## src/rtl/tetris_move_scheduler.sv

```systemverilog
// Frame-paced arbiter that turns key levels, auto-repeat and gravity into one board command at a
// time over a valid/ready/done handshake, including the lock/spawn/game-over sequence.
module tetris_move_scheduler #(
  parameter int unsigned GRAVITY_FRAMES   = 48,
  parameter int unsigned REPEAT_DELAY     = 16,
  parameter int unsigned REPEAT_RATE      = 4,
  parameter int unsigned SOFT_DROP_FRAMES = 2
) (
  input  logic       I_50MHZ_CLK,
  input  logic       I_RESET,
  input  logic       I_KEY_UP,
  input  logic       I_KEY_DOWN,
  input  logic       I_KEY_LEFT,
  input  logic       I_KEY_RIGHT,
  input  logic       I_FRAME_TICK,
  input  logic [3:0] I_LEVEL,
  output logic       O_CMD_VALID,
  output logic [2:0] O_CMD,
  input  logic       I_CMD_READY,
  input  logic       I_CMD_DONE,
  input  logic       I_CMD_BLOCKED,
  output logic       O_BUSY,
  output logic       O_GAME_OVER
);

  localparam logic [2:0] CmdLeft   = 3'd1;
  localparam logic [2:0] CmdRight  = 3'd2;
  localparam logic [2:0] CmdRotate = 3'd3;
  localparam logic [2:0] CmdSoft   = 3'd4;
  localparam logic [2:0] CmdGrav   = 3'd5;
  localparam logic [2:0] CmdLock   = 3'd6;
  localparam logic [2:0] CmdSpawn  = 3'd7;

  localparam logic [7:0] RptDelay   = 8'(REPEAT_DELAY);
  localparam logic [7:0] RptReload  = 8'(REPEAT_DELAY + REPEAT_RATE);
  localparam logic [7:0] SoftPeriod = 8'(SOFT_DROP_FRAMES);
  localparam logic [8:0] GravBase   = 9'(GRAVITY_FRAMES);

  // Pending-flag bit positions
  localparam int unsigned FRot   = 0;
  localparam int unsigned FLeft  = 1;
  localparam int unsigned FRight = 2;
  localparam int unsigned FSoft  = 3;
  localparam int unsigned FGrav  = 4;

  typedef enum logic [2:0] {
    StIdle, StIssue, StWait, StLockIssue, StLockWait, StSpawnIssue, StSpawnWait, StOver
  } state_e;

  state_e          state_q, state_d;
  logic [3:0]      sync1_q, sync2_q, prev_q;  // {up, down, left, right}
  logic [3:0]      key_rise;
  logic            both_lr, frame_adv;
  logic [1:0][7:0] rpt_cnt_q, rpt_cnt_d, rpt_inc;  // [1] left, [0] right
  logic [1:0]      rpt_fire;
  logic [7:0]      soft_cnt_q, soft_cnt_d, soft_inc;
  logic            soft_fire;
  logic [7:0]      grav_cnt_q, grav_cnt_d, grav_inc, grav_period;
  logic [8:0]      level_x4;
  logic            grav_fire, grav_clr;
  logic [4:0]      pend_q, pend_d, events, done_mask;
  logic            valid_q, busy_q, over_q;
  logic [2:0]      cmd_q, cmd_d, pick;

  assign key_rise  = sync2_q & ~prev_q;
  assign both_lr   = sync2_q[1] & sync2_q[0];
  assign frame_adv = I_FRAME_TICK && (state_q != StOver);

  always_comb begin
    for (int i = 0; i < 2; i++) begin
      rpt_inc[i]   = rpt_cnt_q[i] + 8'd1;
      rpt_cnt_d[i] = rpt_cnt_q[i];
      rpt_fire[i]  = 1'b0;
      if (!sync2_q[i] || both_lr) begin
        rpt_cnt_d[i] = '0;
      end else if (frame_adv) begin
        // Reload to the delay point so later repeats fall every RATE frames
        if (rpt_inc[i] == RptReload) begin
          rpt_cnt_d[i] = RptDelay;
          rpt_fire[i]  = 1'b1;
        end else begin
          rpt_cnt_d[i] = rpt_inc[i];
          rpt_fire[i]  = (rpt_inc[i] == RptDelay);
        end
      end
    end
  end

  always_comb begin
    soft_inc   = soft_cnt_q + 8'd1;
    soft_cnt_d = soft_cnt_q;
    soft_fire  = 1'b0;
    if (!sync2_q[2]) begin
      soft_cnt_d = '0;
    end else if (frame_adv) begin
      if (soft_inc == SoftPeriod) begin
        soft_cnt_d = '0;
        soft_fire  = 1'b1;
      end else begin
        soft_cnt_d = soft_inc;
      end
    end
  end

  always_comb begin
    level_x4    = {3'b000, I_LEVEL, 2'b00};
    grav_period = (GravBase > level_x4) ? 8'(GravBase - level_x4) : 8'd1;
    grav_inc    = grav_cnt_q + 8'd1;
    grav_cnt_d  = grav_cnt_q;
    grav_fire   = 1'b0;
    if (frame_adv) begin
      if (grav_inc >= grav_period) begin
        grav_fire  = 1'b1;
        grav_cnt_d = '0;
      end else begin
        grav_cnt_d = grav_inc;
      end
    end
    if (grav_clr) grav_cnt_d = '0;
  end

  always_comb begin
    events = '0;
    if (state_q != StOver) begin
      events[FRot]   = key_rise[3];
      events[FLeft]  = (key_rise[1] & ~both_lr) | rpt_fire[1];
      events[FRight] = (key_rise[0] & ~both_lr) | rpt_fire[0];
      events[FSoft]  = key_rise[2] | soft_fire;
      events[FGrav]  = grav_fire;
    end
    done_mask = '0;
    if (state_q == StWait && I_CMD_DONE) begin
      case (cmd_q)
        CmdRotate: done_mask[FRot]   = 1'b1;
        CmdLeft:   done_mask[FLeft]  = 1'b1;
        CmdRight:  done_mask[FRight] = 1'b1;
        CmdSoft:   done_mask[FSoft]  = 1'b1;
        CmdGrav:   done_mask[FGrav]  = 1'b1;
        default:   done_mask = '0;
      endcase
    end
    pend_d = (pend_q & ~done_mask) | events;
    if (state_q == StWait && state_d == StLockIssue) pend_d = '0;
  end

  always_comb begin
    if (pend_q[FRot])        pick = CmdRotate;
    else if (pend_q[FLeft])  pick = CmdLeft;
    else if (pend_q[FRight]) pick = CmdRight;
    else if (pend_q[FSoft])  pick = CmdSoft;
    else                     pick = CmdGrav;
  end

  always_comb begin
    state_d  = state_q;
    cmd_d    = cmd_q;
    grav_clr = 1'b0;
    case (state_q)
      StIdle: begin
        if (|pend_q) begin
          state_d = StIssue;
          cmd_d   = pick;
        end
      end
      StIssue: if (valid_q && I_CMD_READY) state_d = StWait;
      StWait: begin
        if (I_CMD_DONE) begin
          if ((cmd_q == CmdSoft || cmd_q == CmdGrav) && I_CMD_BLOCKED) begin
            state_d = StLockIssue;
            cmd_d   = CmdLock;
          end else begin
            state_d  = StIdle;
            grav_clr = (cmd_q == CmdSoft);
          end
        end
      end
      StLockIssue: if (valid_q && I_CMD_READY) state_d = StLockWait;
      StLockWait: begin
        if (I_CMD_DONE) begin
          state_d = StSpawnIssue;
          cmd_d   = CmdSpawn;
        end
      end
      StSpawnIssue: begin
        cmd_d = CmdSpawn;
        if (valid_q && I_CMD_READY) state_d = StSpawnWait;
      end
      StSpawnWait: begin
        if (I_CMD_DONE) begin
          if (I_CMD_BLOCKED) begin
            state_d = StOver;
          end else begin
            state_d  = StIdle;
            grav_clr = 1'b1;
          end
        end
      end
      StOver:  state_d = StOver;
      default: state_d = StIdle;
    endcase
  end

  always_ff @(posedge I_50MHZ_CLK) begin
    if (!I_RESET) begin
      state_q    <= StSpawnIssue;
      sync1_q    <= '0;
      sync2_q    <= '0;
      prev_q     <= '0;
      rpt_cnt_q  <= '0;
      soft_cnt_q <= '0;
      grav_cnt_q <= '0;
      pend_q     <= '0;
      valid_q    <= 1'b0;
      cmd_q      <= '0;
      busy_q     <= 1'b0;
      over_q     <= 1'b0;
    end else begin
      state_q    <= state_d;
      sync1_q    <= {I_KEY_UP, I_KEY_DOWN, I_KEY_LEFT, I_KEY_RIGHT};
      sync2_q    <= sync1_q;
      prev_q     <= sync2_q;
      rpt_cnt_q  <= rpt_cnt_d;
      soft_cnt_q <= soft_cnt_d;
      grav_cnt_q <= grav_cnt_d;
      pend_q     <= pend_d;
      valid_q    <= (state_d == StIssue) || (state_d == StLockIssue) || (state_d == StSpawnIssue);
      cmd_q      <= cmd_d;
      busy_q     <= (state_d != StIdle) && (state_d != StOver);
      over_q     <= (state_d == StOver);
    end
  end

  assign O_CMD_VALID = valid_q;
  assign O_CMD       = cmd_q;
  assign O_BUSY      = busy_q;
  assign O_GAME_OVER = over_q;

endmodule

```

## config.mk

```make
export PLATFORM = sky130hd
export DESIGN_NAME = tetris_move_scheduler
export DESIGN_NICKNAME = d
export VERILOG_FILES = /design/src/rtl/tetris_move_scheduler.sv
export SDC_FILE = /design/constraint.sdc
export NUM_CORES = 1
export LEC_CHECK = 0
export ABC_AREA = 1
export ABC_CLOCK_PERIOD_IN_PS = 2280
export CAP_MARGIN = 0
export CORE_MARGIN = 2
export CORE_UTILIZATION = 59
export CTS_CLUSTER_SIZE = 24
export DETAILED_ROUTE_END_ITERATION = 7
export GPL_TIMING_DRIVEN = 0
export PLACE_DENSITY = 0.79
export SLEW_MARGIN = 20
export SYNTH_ARGS = -nofsm -noshare
export SYNTH_HDL_FRONTEND = slang
export SYNTH_SLANG_ARGS = --single-unit
```

## constraint.sdc

```tcl
create_clock -name I_50MHZ_CLK -period 2.28 [get_ports I_50MHZ_CLK]
set_input_delay 0.228 -clock I_50MHZ_CLK [delete_from_list [all_inputs] [get_ports I_50MHZ_CLK]]
set_output_delay 0.228 -clock I_50MHZ_CLK [all_outputs]
set_load 0.03 [all_outputs]
```

==> run metrics, run 1 <==
switching part of the total 0.2869; std cell rows 26; GRT overflow 0; fin. max-slew vios 0; ant diodes 0; FMAX 476.1 MHz; register area share after synthesis 0.3621; root buffer cell clkbuf_8; Iter 0 DRT Violations 148; Reg clk slew, reported paths 0.07 ns; vias per std cell 5.216; PD cells 719.9 nW/um^2; Net count, final 533; Chip Width 77.73 um; hold path start I_RESET; number of global-route vias before repair 2830; area leader, netlist dfxtp_1; final core utilization 0.7240; Crit path max-delay family simple AND/OR/NAND/NOR gates; Worst setup EP type flop; DRC Markers 0; # H-tree levels 3; largest cells by area after synthesis dfxtp_1, nand2_1, inv_1; final hold vios 0; slack of the worst reg-to-reg path 0.18 ns; RSZ-0062 raised after global routing no; cell count after synthesis 474; DR WL/cell 11.60 um; Routed WL 6717 um; FFs w/ async S/R, synth 0; drt first pass iters 4; number of synthesized flops with an enable pin 0; Peak VDD IR 0.6696 mV; Max Root-Sink Buffers 2; FF-to-FF Start grav_cnt_q[2]$_SDFFE_PP0P_; startpoint types flop; Crit. Startpoint grav_cnt_q[2]$_SDFFE_PP0P_; r2r endpoint grav_cnt_q[2]$_SDFFE_PP0P_; outcome complete, no violations; Vias 3020; Logic pwr share 0.193; layout cells sized above 1 0.1061; CP Data Arrival Time 2.38 ns; reg2reg path depth 12; Req. time, crit path 2.56 ns; Buffers on Ports 18; depth of the worst hold-timing path 3; FF+latch count, synth 58; share of the synthesized area in the top cell type 0.3621; syn_area_per_cell 6.765 sq um; Internal 0.001922 W; crit path time final 2.101 ns; Slew headroom 0.6561; core area 5172 sq um; mapped cell area 3207 sq um; largest net degree at the start of global routing 11; LEAKAGE 1.792 nW; Net Sw Power 0.0007734 W; setup ws final 0.1795 ns; DP Wirelength 4923 um; Slew @ Worst Pin 0.5139 ns; part of the cycle the worst path needs 0.9213; Min-Delay Endpoint prev_q[3]$_SDFF_PN0_; Critical path buffers and inverters 2; Tot Pwr 0.002696 W; All-Layer GR Usage 0.2494; total clock sinks 58; # setup viols final 0; die area 6041 sq um; CTS tree yes; crit-path max FO 8; Crit path top cell by count nand2_1; critical path's slowest cell dfxtp_2; max cap viols 0; P&R area growth vs syn 16.78%; num ports 20; critical path class reg2reg; worst path cell trace inv_2 -> nor3_4 -> xor2_1 -> inv_1 -> ha_1 -> a21oi_1 -> nand2_1 -> nand2_1 -> o2111ai_2 -> nand2_2 -> nand2_4 -> nor2_1; RD Place Congestion 0.8881; antenna viol nets, final 0; initial core utilization 0.6200; clock share of power 0.388; crit-path max cell delay 0.36 ns; ys flop type dfxtp_1; worst skew pair latency 0.35 ns; CTS Buf Count 9; YS warnings 0; DP Worst Slack -0.1502 ns; hold crit path type in2reg; first-pass GRT wire length 11960 um; distinct cell type count after synthesis 41; Worst Skew 0.007816 ns; Flop pwr share 0.419; Die Y-Extent 77.73 um; initial antenna violation count 0
## kinds of logic (layout without fill, tap and decap cells)
logic type,after synthesis,count (layout),synth area share
xor gates and xnor gates,10,10,0.02731
adders and majority gates,15,15,0.05853
and+or+nand+nor,212,212,0.2829
AOI/OAI and AO/OA,81,81,0.1440
DFF,58,58,0.3621
buffers and inverters,97,131,0.1241
other,1,2,0.001169
## power by group through the flow
stage / Combinational, W / Sequential, W / Clock, W
final: 0.000520 / 0.00113 / 0.00105
after global routing: 0.000589 / 0.00114 / 0.00111
after CTS: 0.000508 / 0.00113 / 0.00107
after detailed placement: 0.000498 / 0.00115 / 0
after global placement: 0.000486 / 0.00115 / 0
after floorplan: 0.000315 / 0.00118 / 0
## state kept, by name, summed over array words and instances, names as in the netlist
register / cells
rpt_cnt_q: 16
grav_cnt_q: 8
soft_cnt_q: 8
pend_q: 5
prev_q: 4
sync1_q: 4
sync2_q: 4
O_CMD: 3
state_q: 3
O_BUSY: 1
O_CMD_VALID: 1
O_GAME_OVER: 1
## stage by stage
stage | hold WS (ns) | std cells | setup TNS (ns) | instance area, sq um
finish | 0.2196 | 579 | 0 | 3745
global route | 0.2347 | 579 | 0 | 3745
CTS | 0.2117 | 579 | 0 | 3711
detailed placement | 0.4020 | 563 | -1.069 | 3478
global placement | 0.3941 | 563 | -0.7424 | 3478
floorplan | 0.3256 | 475 | 0 | 3211
## tightest hold or removal path, stage by stage
cell     delay (ns)
buf_2          0.18
nand2_1        0.09
inv_1          0.03
## layout make-up
| class | count | area, sq um |
|---|---|---|
| clock buffers | 11 | 141.4 |
| fillers | 423 | 1428 |
| flip-flops and latches | 58 | 1164 |
| well taps | 70 | 87.58 |
| plain buffers | 10 | 68.82 |
| multi-input cells | 320 | 1697 |
| inverters | 87 | 329.1 |
| clock inverters | 5 | 77.57 |
| repair buffers | 18 | 180.2 |
## what timing repair did
action,4_1_cts,5_1_grt
gates resized for setup,4,9
buffers inserted,0,0
pin swaps,2,8
hold buffers,0,0
setup endpoints to repair,8,9
## worst max-delay path by stage
stage                            endpoint  slack, ns  depth (start not counted)
6_report       grav_cnt_q[2]$_SDFFE_PP0P_       0.18                         12
5_1_grt        grav_cnt_q[2]$_SDFFE_PP0P_     0.0004                         12
4_1_cts        grav_cnt_q[2]$_SDFFE_PP0P_       0.01                         13
3_5_place_dp   grav_cnt_q[2]$_SDFFE_PP0P_      -0.15                         13
3_3_place_gp   grav_cnt_q[7]$_SDFFE_PP0P_      -0.11                         13
2_1_floorplan  grav_cnt_q[7]$_SDFFE_PP0P_       0.20                         13
## placed cells by master, fill, tap and decap left out, types with 3 or more instances in the layout
master           instances
a211oi_1                 3
a21oi_1                 21
a31oi_1                  5
buf_2                    4
buf_4                    3
clkbuf_8                10
clkdlybuf4s50_1         18
dfxtp_1                 56
ha_1                    14
inv_1                   78
inv_2                    7
nand2_1                112
nand2_2                  5
nand3_1                 27
nand4_1                  9
nor2_1                  45
nor2_2                   3
nor3_1                   3
o21ai_0                 33
o21ai_1                  7
xor2_1                   9
## cell usage after synthesis, types with 2 or more instances
cell,number
a211oi_1,3
a21oi_1,21
a31oi_1,5
buf_2,4
buf_4,3
buf_6,2
dfxtp_1,58
ha_1,15
inv_1,79
inv_2,6
nand2_1,115
nand2_2,3
nand3_1,27
nand4_1,9
nor2_1,46
nor2_2,2
nor3_1,3
o2111ai_1,2
o211ai_1,2
o21ai_0,34
o21ai_1,6
o41ai_1,2
xor2_1,9
## per-layer routing
metal | global-route usage | vias to the layer above | wire (um)
li1 | - | 1568 | -
met1 | 0.3050 | 1375 | 3078
met2 | 0.4095 | 62 | 3141
met3 | 0.06395 | 15 | 338
met4 | 0.1161 | 0 | 158
met5 | 0 | - | 0
No activity file was read; power rests on OpenSTA's default activity.
==> run 2: changes to the inputs <==
--- a/config.mk
+++ b/config.mk
@@ -10,6 +10,7 @@
 export CAP_MARGIN = 0
 export CORE_MARGIN = 2
 export CORE_UTILIZATION = 59
+export CTS_CLUSTER_DIAMETER = 30
 export CTS_CLUSTER_SIZE = 24
 export DETAILED_ROUTE_END_ITERATION = 7
 export GPL_TIMING_DRIVEN = 0
==> results of run 2 <==
Final layout, timing and power as in run 1 (identical DEF).
==> run 3: changes to the inputs <==
--- a/config.mk
+++ b/config.mk
@@ -8,13 +8,16 @@
 export ABC_AREA = 1
 export ABC_CLOCK_PERIOD_IN_PS = 2280
 export CAP_MARGIN = 0
-export CORE_MARGIN = 2
-export CORE_UTILIZATION = 59
+export CELL_PAD_IN_SITES_DETAIL_PLACEMENT = 1
+export CELL_PAD_IN_SITES_GLOBAL_PLACEMENT = 2
+export CORE_MARGIN = 4
+export CORE_UTILIZATION = 33
+export CTS_BUF_LIST = sky130_fd_sc_hd__clkbuf_16
 export CTS_CLUSTER_DIAMETER = 30
 export CTS_CLUSTER_SIZE = 24
 export DETAILED_ROUTE_END_ITERATION = 7
 export GPL_TIMING_DRIVEN = 0
-export PLACE_DENSITY = 0.79
+export PLACE_DENSITY_LB_ADDON = 0.1
 export SLEW_MARGIN = 20
 export SYNTH_ARGS = -nofsm -noshare
 export SYNTH_HDL_FRONTEND = slang
==> run 3 against run 2 <==
Hold slack improved by 0.010 ns. Flip-flop and latch count did not move. Clock skew rose by 0.00058 ns. Clock-buffer cell count fell by 2. Combinational power increased by 16%. Register-to-register slack lost 0.13 ns. Critical path type unchanged. Routed wire length increased by 26%. Sequential share of layout area is 2.2 points lower. Non-clock buffer count grew 8. Sequential power barely moved. Total power up 8.9%.
==> run metrics, run 3 (synthesis results as in run 1) <==
worst path cell trace inv_2 -> nor3_4 -> nand4_1 -> o21ai_1 -> nand2_2 -> ha_4 -> nand2_4 -> buf_4 -> o2111ai_2 -> nand2_2 -> nand2_4 -> nor2_2; largest net degree at the start of global routing 11; ant diodes 0; placed instance area 3552 sq um; Routed WL 8484 um; # H-tree levels 3; Reg clk slew, reported paths 0.05 ns; initial antenna violation count 0; antenna viol nets, final 0; Slew headroom 0.6242; critical path's slowest cell dfxtp_2; first-pass GRT wire length 14140 um; Fill cells 1208; Chip Width 106.6 um; DR WL/cell 13.13 um; CTS Buf Count 9; Hold-fix buffers, CTS 0; RD Place Congestion 0.7960; DP Worst Slack -0.2743 ns; die area 11360 sq um; most common cell after layout, fill and taps aside nand2_1; CP Data Arrival Time 2.44 ns; max cap viols 0; Iter 0 DRT Violations 88; # setup viols final 0; Peak VDD IR 0.3959 mV; final hold vios 0; Die Y-Extent 106.6 um; root buffer cell clkbuf_16; Buffers on Ports 18; std cell rows 35; Slew @ Worst Pin 0.5617 ns; fin. max-slew vios 0; LEAKAGE 1.853 nW; Max Root-Sink Buffers 2; initial core utilization 0.3422; commonest cells after routing, fill and taps aside nand2_1, inv_1, dfxtp_1; vias per std cell 4.669; FMAX 448.3 MHz; GRT overflow 0; final core utilization 0.4302; part of the cycle the worst path needs 0.9784; Largest regs rpt_cnt_q x16, grav_cnt_q x8, soft_cnt_q x8; Req. time, crit path 2.48 ns; PD cells 728.0 nW/um^2; DP Wirelength 6255 um; Tot Pwr 0.002935 W; core area 9371 sq um; crit-path max cell delay 0.35 ns; startpoint types flop; Worst Skew 0.008395 ns; max reg flops 16; layout cells sized above 1 0.1567; Net count, final 541; P&R area growth vs syn 25.71%; Vias 3016; drt first pass iters 4; crit path time final 2.231 ns; Finished Cell Area 4031 sq um; All-Layer GR Usage 0.1540; critical path class reg2reg; final cell count without fillers 646; DRC Markers 0; Biggest register rpt_cnt_q; total clock sinks 58; number of global-route vias before repair 3073; hold crit path type in2reg; worst skew pair latency 0.32 ns; outcome complete, no violations; setup ws final 0.04916 ns; Worst setup EP type flop; CTS tree yes; num ports 20; crit-path max FO 8; placed cell count 622
==> run 3: metal layers <==
| metal | track usage | wire (um) | up-vias |
|---|---|---|---|
| met1 | 0.1979 | 4068 | 1404 |
| met2 | 0.2630 | 4201 | 26 |
| met3 | 0.03311 | 180 | 4 |
| li1 | - | - | 1582 |
| met4 | 0.03836 | 33 | 0 |
| met5 | 0 | 0 | - |
==> run 3: timing repair <==
item	4_1_cts	5_1_grt
setup endpoints to repair	9	9
pin swaps	3	15
setup buffers	2	6
gates resized for setup	6	33
==> run 3: layout make-up <==
cell class              instances  area (sq um)  share of cell area
inverters                      87         329.1             0.08163
plain buffers                  10         68.82             0.01707
clock inverters                 7         36.28            0.009001
clock buffers                   9         225.2             0.05587
repair buffers                 26         244.0             0.06052
multi-input cells             320          1802              0.4469
well taps                     129         161.4             0.04004
flip-flops and latches         58          1165              0.2890
==> run 3: power breakdown <==
group / switching, W / internal, W / total, W
logic: 0.000366 / 0.000237 / 0.000603
clock network: 0.000475 / 0.000718 / 0.00119
registers: 0.0000550 / 0.00108 / 0.00114
total: 0.000897 / 0.00204 / 0.00293
==> run 3: stage by stage <==
step | hold WS (ns) | TNS, ns
after global placement | 0.3945 | -1.361
after detailed placement | 0.4010 | -1.976
after global routing | 0.2692 | -0.6863
final | 0.2296 | 0
after floorplan | 0.3256 | 0
after CTS | 0.2396 | 0
==> run 3: path summary, 6_finish.rpt <==
check,from,to,slack [ns],cells after the start
max,grav_cnt_q[0]$_SDFFE_PP0P_,grav_cnt_q[2]$_SDFFE_PP0P_,0.05,12
min,I_RESET,prev_q[3]$_SDFF_PN0_,0.23,3
max reg2reg,grav_cnt_q[0]$_SDFFE_PP0P_,grav_cnt_q[2]$_SDFFE_PP0P_,0.05,12
min reg2reg,sync1_q[1]$_SDFF_PN0_,sync2_q[1]$_SDFF_PN0_,0.41,2
==> run 3: worst max-delay path, delay by kind of cell, from the launching register on <==
family / cells / cell delay [ns]
AO/OA/AOI/OAI: 2 / 0.42
buffers and inverters: 2 / 0.18
adder cells (fa/ha/maj): 1 / 0.29
AND/OR/NAND/NOR: 7 / 0.88
flip-flops: 1 / 0.35
